File: src/rtl/led_pkg.sv
`default_nettype none
// led_pkg: shared mode and state encodings for the LED pattern generator.
// Revision 1.0
package led_pkg;

    localparam int BURST_W = 8;

    localparam logic [1:0] MODE_OFF   = 2'd0;
    localparam logic [1:0] MODE_ON    = 2'd1;
    localparam logic [1:0] MODE_BLINK = 2'd2;
    localparam logic [1:0] MODE_BURST = 2'd3;

    typedef enum logic [1:0] {
        S_OFF    = 2'd0,
        S_ON     = 2'd1,
        S_PH_ON  = 2'd2,
        S_PH_OFF = 2'd3
    } ch_state_t;

endpackage
`default_nettype wire

File: src/rtl/led_pattern_gen_if.sv
`default_nettype none
// led_pattern_gen_if: configuration write channel between board control and the generator.
// Revision 1.0
interface led_pattern_gen_if #(
    parameter int CH_NUM = 4,
    parameter int TIME_W = 16
);
    import led_pkg::*;

    localparam int CH_W = (CH_NUM > 1) ? $clog2(CH_NUM) : 1;

    logic                cfg_valid;
    logic                cfg_ready;
    logic [CH_W-1:0]     cfg_ch;
    logic [1:0]          cfg_mode;
    logic [TIME_W-1:0]   cfg_on;
    logic [TIME_W-1:0]   cfg_off;
    logic [BURST_W-1:0]  cfg_burst;

    modport master (
        output cfg_valid, cfg_ch, cfg_mode, cfg_on, cfg_off, cfg_burst,
        input  cfg_ready
    );

    modport slave (
        input  cfg_valid, cfg_ch, cfg_mode, cfg_on, cfg_off, cfg_burst,
        output cfg_ready
    );

endinterface
`default_nettype wire

File: src/rtl/led_channel.sv
`default_nettype none
// led_channel: one LED's OFF/ON/BLINK/BURST state machine with phase and burst counters.
// Revision 1.0
module led_channel
    import led_pkg::*;
#(
    parameter int TIME_W  = 16,
    parameter int DEF_ON  = 500,
    parameter int DEF_OFF = 500
) (
    input  wire logic               sys_clk,
    input  wire logic               sys_rst_n,
    input  wire logic               tick_i,
    input  wire logic               wr_i,
    input  wire logic [1:0]         mode_i,
    input  wire logic [TIME_W-1:0]  on_i,
    input  wire logic [TIME_W-1:0]  off_i,
    input  wire logic [BURST_W-1:0] burst_i,
    output logic                    led_o,
    output logic                    busy_o
);

    localparam logic [TIME_W-1:0] ONE = TIME_W'(1);

    ch_state_t          state_q, state_d;
    logic [TIME_W-1:0]  on_len_q, on_len_d;
    logic [TIME_W-1:0]  off_len_q, off_len_d;
    logic [TIME_W-1:0]  cnt_q, cnt_d;
    logic [BURST_W-1:0] rem_q, rem_d;
    logic               burst_q, burst_d;
    logic [TIME_W-1:0]  w_len;

    always_ff @(posedge sys_clk or negedge sys_rst_n) begin
        if (!sys_rst_n) begin
            state_q   <= S_PH_ON;
            on_len_q  <= TIME_W'(DEF_ON);
            off_len_q <= TIME_W'(DEF_OFF);
            cnt_q     <= '0;
            rem_q     <= '0;
            burst_q   <= 1'b0;
        end else begin
            state_q   <= state_d;
            on_len_q  <= on_len_d;
            off_len_q <= off_len_d;
            cnt_q     <= cnt_d;
            rem_q     <= rem_d;
            burst_q   <= burst_d;
        end
    end

    assign w_len = (state_q == S_PH_OFF) ? off_len_q : on_len_q;

    always_comb begin
        state_d   = state_q;
        on_len_d  = on_len_q;
        off_len_d = off_len_q;
        cnt_d     = cnt_q;
        rem_d     = rem_q;
        burst_d   = burst_q;
        // A write to this channel overrides any phase end landing on the same edge.
        if (wr_i) begin
            on_len_d  = (on_i  == '0) ? ONE : on_i;
            off_len_d = (off_i == '0) ? ONE : off_i;
            cnt_d     = '0;
            burst_d   = 1'b0;
            rem_d     = '0;
            case (mode_i)
                MODE_OFF:   state_d = S_OFF;
                MODE_ON:    state_d = S_ON;
                MODE_BLINK: state_d = S_PH_ON;
                default: begin
                    burst_d = 1'b1;
                    rem_d   = burst_i;
                    state_d = (burst_i == '0) ? S_OFF : S_PH_ON;
                end
            endcase
        end else if (tick_i && (state_q == S_PH_ON || state_q == S_PH_OFF)) begin
            if (cnt_q == w_len - ONE) begin
                cnt_d = '0;
                if (state_q == S_PH_ON) begin
                    state_d = S_PH_OFF;
                end else if (burst_q) begin
                    rem_d   = rem_q - BURST_W'(1);
                    state_d = (rem_q == BURST_W'(1)) ? S_OFF : S_PH_ON;
                end else begin
                    state_d = S_PH_ON;
                end
            end else begin
                cnt_d = cnt_q + ONE;
            end
        end
    end

    assign led_o  = (state_q == S_ON) || (state_q == S_PH_ON);
    assign busy_o = burst_q && (rem_q != '0);

endmodule
`default_nettype wire

File: src/rtl/led_pattern_gen.sv
`default_nettype none
// led_pattern_gen: shared tick prescaler, config decode and CH_NUM pattern channels.
// Revision 1.0
module led_pattern_gen
    import led_pkg::*;
#(
    parameter int CLK_FREQ_HZ = 50_000_000,
    parameter int TICK_HZ     = 1000,
    parameter int CH_NUM      = 4,
    parameter int TIME_W      = 16,
    parameter int DEF_ON      = 500,
    parameter int DEF_OFF     = 500
) (
    input  wire logic        sys_clk,
    input  wire logic        sys_rst_n,
    led_pattern_gen_if.slave cfg,
    output logic [CH_NUM-1:0] led_out,
    output logic [CH_NUM-1:0] busy
);

    localparam int P     = CLK_FREQ_HZ / TICK_HZ;
    localparam int PRE_W = (P > 1) ? $clog2(P) : 1;
    localparam int CH_W  = (CH_NUM > 1) ? $clog2(CH_NUM) : 1;

    logic [PRE_W-1:0] pre_q;
    logic             ready_q;
    logic             w_tick;
    logic             w_accept;

    assign w_tick   = (pre_q == PRE_W'(P - 1));
    assign w_accept = cfg.cfg_valid & ready_q;

    // The prescaler free-runs; configuration writes never realign it.
    always_ff @(posedge sys_clk or negedge sys_rst_n) begin
        if (!sys_rst_n) begin
            pre_q   <= '0;
            ready_q <= 1'b0;
        end else begin
            pre_q   <= w_tick ? '0 : pre_q + PRE_W'(1);
            ready_q <= 1'b1;
        end
    end

    assign cfg.cfg_ready = ready_q;

    // Channel indices beyond CH_NUM-1 match no instance, so such writes drop silently.
    for (genvar i = 0; i < CH_NUM; i++) begin : g_ch
        led_channel #(
            .TIME_W  (TIME_W),
            .DEF_ON  (DEF_ON),
            .DEF_OFF (DEF_OFF)
        ) u_ch (
            .sys_clk   (sys_clk),
            .sys_rst_n (sys_rst_n),
            .tick_i    (w_tick),
            .wr_i      (w_accept && (cfg.cfg_ch == CH_W'(i))),
            .mode_i    (cfg.cfg_mode),
            .on_i      (cfg.cfg_on),
            .off_i     (cfg.cfg_off),
            .burst_i   (cfg.cfg_burst),
            .led_o     (led_out[i]),
            .busy_o    (busy[i])
        );
    end

endmodule
`default_nettype wire

File: src/flat_wrapper.sv
// flat-port wrapper written by rule: the top's interface ports become plain ports
module led_pattern_gen_flat import led_pkg::*;
#(
    parameter int CLK_FREQ_HZ = 50_000_000,
    parameter int TICK_HZ     = 1000,
    parameter int CH_NUM      = 4,
    parameter int TIME_W      = 16,
    parameter int DEF_ON      = 500,
    parameter int DEF_OFF     = 500
)
  (sys_clk, sys_rst_n, led_out, busy, cfg_cfg_valid, cfg_cfg_ch, cfg_cfg_mode, cfg_cfg_on, cfg_cfg_off, cfg_cfg_burst, cfg_cfg_ready);
  led_pattern_gen_if #(.CH_NUM(CH_NUM), .TIME_W(TIME_W)) cfg_i ();
  input  wire logic sys_clk;
  input  wire logic sys_rst_n;
  output logic [CH_NUM-1:0] led_out;
  output logic [CH_NUM-1:0] busy;
  input wire logic [$bits(cfg_i.cfg_valid)-1:0] cfg_cfg_valid;
  input wire logic [$bits(cfg_i.cfg_ch)-1:0] cfg_cfg_ch;
  input wire logic [$bits(cfg_i.cfg_mode)-1:0] cfg_cfg_mode;
  input wire logic [$bits(cfg_i.cfg_on)-1:0] cfg_cfg_on;
  input wire logic [$bits(cfg_i.cfg_off)-1:0] cfg_cfg_off;
  input wire logic [$bits(cfg_i.cfg_burst)-1:0] cfg_cfg_burst;
  output wire logic [$bits(cfg_i.cfg_ready)-1:0] cfg_cfg_ready;
  assign cfg_i.cfg_valid = cfg_cfg_valid;
  assign cfg_i.cfg_ch = cfg_cfg_ch;
  assign cfg_i.cfg_mode = cfg_cfg_mode;
  assign cfg_i.cfg_on = cfg_cfg_on;
  assign cfg_i.cfg_off = cfg_cfg_off;
  assign cfg_i.cfg_burst = cfg_cfg_burst;
  assign cfg_cfg_ready = cfg_i.cfg_ready;
  led_pattern_gen #(.CLK_FREQ_HZ(CLK_FREQ_HZ), .TICK_HZ(TICK_HZ), .CH_NUM(CH_NUM), .TIME_W(TIME_W), .DEF_ON(DEF_ON), .DEF_OFF(DEF_OFF)) u_core (.sys_clk(sys_clk), .sys_rst_n(sys_rst_n), .cfg(cfg_i), .led_out(led_out), .busy(busy));
endmodule
File: config.mk
export PLATFORM = sky130hd
export DESIGN_NAME = led_pattern_gen_flat
export DESIGN_NICKNAME = d
export VERILOG_FILES = /design/src/rtl/led_pkg.sv /design/src/rtl/led_pattern_gen_if.sv /design/src/rtl/led_channel.sv /design/src/rtl/led_pattern_gen.sv /design/src/flat_wrapper.sv
export SDC_FILE = /design/constraint.sdc
export NUM_CORES = 1
export LEC_CHECK = 0
export CELL_PAD_IN_SITES_DETAIL_PLACEMENT = 1
export CELL_PAD_IN_SITES_GLOBAL_PLACEMENT = 2
export CORE_MARGIN = 2
export CORE_UTILIZATION = 42
export DETAILED_ROUTE_END_ITERATION = 10
export PLACE_DENSITY_LB_ADDON = 0.1
export SLEW_MARGIN = 5
export SYNTH_ARGS = -nofsm -noshare
export SYNTH_HDL_FRONTEND = slang
export SYNTH_HIERARCHICAL = 1
export SYNTH_SLANG_ARGS = --single-unit
File: constraint.sdc
create_clock -name sys_clk -period 4.2 [get_ports sys_clk]
set_clock_uncertainty 0.05 [all_clocks]
set_input_delay 1.05 -clock sys_clk [delete_from_list [all_inputs] [get_ports sys_clk]]
set_output_delay 1.05 -clock sys_clk [all_outputs]
set_load 0.1 [all_outputs]
* After elaboration in Yosys (flattened, before gate mapping)
Index checks and enable logic that the tools add are counted.
** Word-level totals
- Register bits after elaboration :: 253
- Bits in latches :: 0
- Memory bits (writable) :: 0
- ROM bits :: 0
- Input port bits :: 47
- Output and inout port bits :: 9
- Word-level logic and storage cells :: 187
- Memories :: 0
** Cells by class
- Add/subtract/negate cells :: 13
- Multiply operators :: 0
- Divide/modulo/power cells :: 0
- Magnitude comparators :: 0
- Equal/unequal tests :: 30
- Shift operators :: 0
- Mux-type cells :: 67
- Bitwise operators :: 1
- Reductions and logical operators :: 50
** Operators by type and width (number)
- 16-bit 2-to-1 mux :: 19
- 8-bit 2-to-1 mux :: 21
- 16-bit by 1-bit adder with 16-bit output (second input constant) :: 5
- 16-bit equality test :: 4
- 16-bit by 1-bit subtractor with 16-bit output (second input constant) :: 4
- 2-bit 2-to-1 mux :: 25
- 8-bit by 1-bit equality test with 1-bit output (second input constant) :: 4
- 16-bit zero test :: 2
- 8-bit nonzero test :: 4
- 8-bit by 1-bit subtractor with 8-bit output (second input constant) :: 4
- 2-bit nonzero test :: 12
- 2-bit equality test (second input constant) :: 11
- 16-bit equality test (second input constant) :: 1
- 4-bit AND reduction :: 4
- 2-bit by 1-bit equality test with 1-bit output (second input constant) :: 6
- 1-bit logical AND :: 12
- 8-bit zero test :: 1
- 1-bit logical OR :: 8
- 2-bit != test (second input constant) :: 4
- 2-bit AND reduction :: 4
- 2-bit case mux with 3 select lines :: 1
- 2-bit zero test :: 2
- 3-bit OR reduction :: 1
- 1-bit AND :: 1
- 1-bit 2-to-1 mux :: 1

* Longest topological paths before layout
- Word-level depth :: 7
- Gate-level depth with buffers :: 16

* Hierarchy
The synthesis kept the hierarchy.
** Modules (own cells, without submodules)
- led_channel at u_core.g_ch[0].u_ch ... :: instances 3, cells each 367, area each 3828.7 um^2, seq. area each 1492.7 um^2
- led_channel at u_core.g_ch[3].u_ch :: instances 1, cells each 378, area each 3892.5 um^2, seq. area each 1492.7 um^2
- led_pattern_gen :: instances 1, cells each 78, area each 840.8 um^2, seq. area each 425.4 um^2

* Worst setup path after synthesis
No wires, ideal clock.
- Path kind :: reg2out
- From :: register u_core.g_ch[0].u_ch.rem_q[2]
- To :: output busy[0]
- Arrival :: 2899 ps
- Required time :: 3100 ps
- Slack :: 201 ps
- Cell stages (with the launch flop) :: 5
- Buffers on the path :: 0
- Cells stage by stage :: dfrtp_1 or3_1 or3_1 nor2_1 a21boi_0
** Between the ends
- Word-level cells in the longest chain between the ends :: 2
** Ends and longest elaborated chain
- start, declared :: line led_channel.sv:29 : logic [BURST_W-1:0] rem_q, rem_d;
- start signal, assigned :: line led_channel.sv:46 : rem_q <= rem_d;
- 8-bit nonzero test :: line led_channel.sv:95 : assign busy_o = burst_q && (rem_q != '0);
- 1-bit logical AND :: line led_channel.sv:95
- end, declared :: line flat_wrapper.sv:16 : output logic [CH_NUM-1:0] busy;
Every way passes these cells.

* Worst setup path in the final report
- From :: register u_core.g_ch[0].u_ch.state_q[1]
- To :: register u_core.g_ch[0].u_ch.rem_q[5]
** Between the ends
- Word-level cells in the longest chain between the ends :: 6
- Elaborated cells on any way between the ends :: 11
- Classes of those cells :: add/sub: 1; eq/ne: 4; mux: 1; reduce/logical: 5
** Ends and longest elaborated chain
- start, declared :: line led_channel.sv:25 : ch_state_t state_q, state_d;
- start signal, assigned :: line led_channel.sv:42 : state_q <= state_d;
- 2-bit equality test :: line led_channel.sv:51, led_channel.sv:77
- 16-bit 2-to-1 mux :: line led_channel.sv:51 : assign w_len = (state_q == S_PH_OFF) ? off_len_q : on_len_q;
- 16-bit by 1-bit subtractor with 16-bit output :: line led_channel.sv:78 : if (cnt_q == w_len - ONE) begin
- 16-bit equality test :: line led_channel.sv:78
- 2-bit nonzero test (no source line)
- 4-bit AND reduction (no source line) (*)
Mark *: on every way between the ends. The rest lies on a longest branch, timed or not.
A chain may end at the register's enable or synchronous reset.

==> key figures <==
STA
  • Min Tclk post-route: between 3 and 4 ns
  • RSZ-0062 raised after global routing: false
  • Worst slew pin tran: 0.970 ns
  • Period utilization: between 90% and 100%
  • Max frequency: 263 MHz
  • Slew Viols, Final: 0
  • Max-Slew Margin vs Limit: a little over a third
  • Number of hold violations in the final report: 0
  • Fin Setup TNS: 0 ns
  • Setup violators final: 0

Die
  • Die area: 40200 µm²
  • I/O pin count: 56
  • Site Rows: 71
  • Die width: between 200 and 250 µm
  • Core region area: ~38000 µm²
  • Die Y: roughly 200 µm
  • Starting Density: between 40% and 50%

Drt
  • Wire per inst: around 22 µm
  • DRC: 0
  • Iteration-0 DRC Markers: between 600 and 700
  • Routed Antenna Nets: 0
  • First-pass detailed-route iteration total: 5
  • WL final: 48200 µm
  • Avg Vias per Cell: 5.84
  • DR vias: ~13000

Power and ir drop
  • Maximum vdd drop: slightly above 0.3 mV
  • Total power: between 0.008 and 0.009 W
  • Cell Pwr Density: 444 nW/µm²
  • Part of the power in combinational logic: between 20% and 30%
  • Clock share of power: approximately 33%
  • Sw Ratio: 34.1%
  • Reg power frac: 39.2%
  • Int Pwr: around 0.0054 W
  • P_leak: between 7 and 8 nW
  • NetSw: 0.00278 W

Yosys
  • Syn_area_per_cell: ~10 µm²
  • Post-synth top area share: a little under a third
  • Distinct cells, synth: 90
  • Register area share after synthesis: between 30% and 40%
  • Syn Inst Count: about 1600
  • Synth area leader: dfrtp_1
  • Number of flops mapped to enable cells by yosys: 0
  • Post-synth ARST share: 100%
  • Cell Area, Synth: between 15000 and 20000 µm²
  • Top cells by area, synth: dfrtp_1 31%, mux2_2 8.5%, dfstp_2 8.4%, mux2i_1 4.8%, xnor2_1 4.2%
  • Yosys warns: 6
  • Synth Net Count: around 1600
  • Primary FF master, synth: dfrtp_1
  • Yosys reg bits: 253

Run
  • Max Cap Violations: 0

Placement
  • Port Buf Inserts: 55
  • Placed Area: about 17000 µm²
  • Placer congestion estimate: between 0.8 and 0.9
  • DP Wirelength: between 30000 and 40000 µm

Finish
  • Layout cells sized above 1: a little under a quarter
  • Antenna diodes: 0
  • Most frequent cells in the layout: 201 x dfrtp_1, 122 x mux2_2, 121 x nor2_1, 94 x nand2_1
  • Most common cell after layout, fill and taps aside: dfrtp_1
  • Syn-to-layout area delta: 13.3%
  • Final #Nets: between 1500 and 2000
  • Fin area: ~18000 µm²

Critical path
  • Reg2Reg Setup Slack: between 0.4 and 0.5 ns
  • Cell chain of the critical path: ha_1, buf_12, nor4b_2, o22ai_1, nor2_1, a41oi_1, or4b_4, and4b_1, buf_4, mux2i_1, nand3_1
  • CP Capture Type: flip-flop
  • Worst path max stage delay: approximately 0.60 ns
  • CP Launch Type: flip-flop
  • WP data arrival: about 4.2 ns
  • Reg2reg end: u_core/g_ch[0].u_ch/rem_q[5]
  • Critical Path RT: approximately 4.6 ns
  • Worst-path fanout max: 32
  • R2r startpoint: u_core/g_ch[0].u_ch/state_q[1]
  • Slowest cell on crit path: or4b_4
  • Crit path kind: reg2reg
  • Reg2Reg Depth: 11

Worst hold path
  • Worst Hold Class: in2async

Global route
  • Vias in the first global route: roughly 13000
  • Largest net degree at the start of global routing: between 80 and 90
  • M3 GR Usage: roughly 3.2%
  • GR Util met1: between 30% and 40%
  • Congestion Overflow GR: 0
  • First-pass GRT wire length: between 70000 and 80000 µm
  • Met2 usage in global routing: 39.8%
  • Initial antenna violation count: 1
  • GRT Resource Usage Total: between 20% and 30%
  • GR peak layer: met2

Clock network
  • CTS Hold Bufs: 0
  • Clk buf depth: 3
  • Num CTS Buffers: 31
  • TritonCTS clock tree: built
  • CTS H-tree depth: 1
  • Clk root buf: clkbuf_16
  • Clk pin slew, worst setup/hold paths: 0.06 ns
  • Clk sinks: about 250
  • Clock latency reported for the late side of the worst-skew pair: around 0.60 ns

Status
  • Status: completed
state kept, by name (all words and copies together), names as in the netlist:
register / cells
u_core/g_ch.u_ch/off_len_q: 64
u_core/g_ch.u_ch/on_len_q: 64
u_core/g_ch.u_ch/state_q: 8
u_core/cfg.cfg_ready: 1
u_core/g_ch.u_ch/rem_q: 32
u_core/pre_q: 16
u_core/g_ch.u_ch/cnt_q: 64
u_core/g_ch.u_ch/burst_q: 4
critical path, delay by kind of cell, from the launching register on:
family | cells | cell delay (ns)
muxes | 1 | 0.21
adders and majority gates | 1 | 0.27
and+or+nand+nor | 5 | 1.73
DFF | 1 | 0.54
buffers and inverters | 2 | 0.46
AOI/OAI and AO/OA | 2 | 0.38
synthesized netlist by cell type (all sizes together), types with 18 or more instances:
library cell,instances
a21oi,49
a41oi,18
and3,18
buf,38
clkbuf,21
dfrtp,201
dfstp,52
ha,29
inv,31
mux2,126
mux2i,83
nand2,94
nand3,52
nand4,19
nor2,124
nor2b,31
nor3,72
nor3b,23
nor4,68
o21ai,36
or3,20
xnor2,77
xor2,69
kinds of logic after synthesis:
logic type               after synthesis  synth area share, %
multiplexers                         209                 14.2
buffers and inverters                 90                 3.48
XOR/XNOR                             146                 7.88
adder cells (fa/ha/maj)               29                 2.24
AND/OR/NAND/NOR                      591                 21.4
flip-flops                           253                 39.4
AO/OA/AOI/OAI                        238                 11.3
other                                  1               0.0231
worst max-delay path by stage:
stage,from,to,slack [ns],cells past startpoint
global route,u_core/g_ch[0].u_ch/state_q[1],u_core/g_ch[0].u_ch/rem_q[3],0.14,11
floorplan,u_core/g_ch[0].u_ch/rem_q[2],busy[0],0.20,4
finish,u_core/g_ch[0].u_ch/state_q[1],u_core/g_ch[0].u_ch/rem_q[5],0.40,11
detailed placement,u_core/g_ch[2].u_ch/state_q[1],u_core/g_ch[2].u_ch/rem_q[4],0.28,12
global placement,u_core/g_ch[2].u_ch/state_q[1],u_core/g_ch[2].u_ch/rem_q[4],0.39,12
CTS,u_core/g_ch[2].u_ch/state_q[1],u_core/g_ch[2].u_ch/rem_q[4],0.26,12
power by group through the flow:
stage	clock network [W]	registers [W]	logic (W)
2_1_floorplan	0	0.00312	0.00170
3_3_place_gp	0	0.00323	0.00219
3_5_place_dp	0	0.00324	0.00223
4_1_cts	0.00280	0.00320	0.00224
5_1_grt	0.00289	0.00325	0.00244
6_report	0.00273	0.00320	0.00223
per-layer routing:
| metal | part of all wire, % | wire length, µm |
|---|---|---|
| met4 | 2.1 | 1020 |
| met1 | 47 | 22900 |
| met2 | 47 | 22600 |
| met3 | 3.6 | 1740 |
| met5 | 0 | 0 |
repair_timing:
action / CTS / global route
setup endpoints to repair: 0 / 2
setup buffers: 0 / 0
resized for setup: 0 / 1
layout make-up:
type | instances | area [µm²]
clock buffers | 39 | 856
clock inverters | 19 | 185
fillers | 4196 | 19500
inverters | 31 | 116
multi-input cells | 1214 | 9290
flip-flops and latches | 253 | 6400
well taps | 511 | 639
repair buffers | 88 | 896
stage by stage:
step           cells  setup WS [ns]  hold slack (ns)  util, %
3_5_place_dp    2097          0.284            0.436     45.8
3_3_place_gp    2097          0.388            0.423     45.8
5_1_grt         2155          0.140            0.390     48.6
4_1_cts         2155          0.260            0.389     48.6
6_report        2155          0.402            0.357     48.6
2_1_floorplan   1557          0.201            0.411        -
No activity file was read; power rests on OpenSTA's default activity.
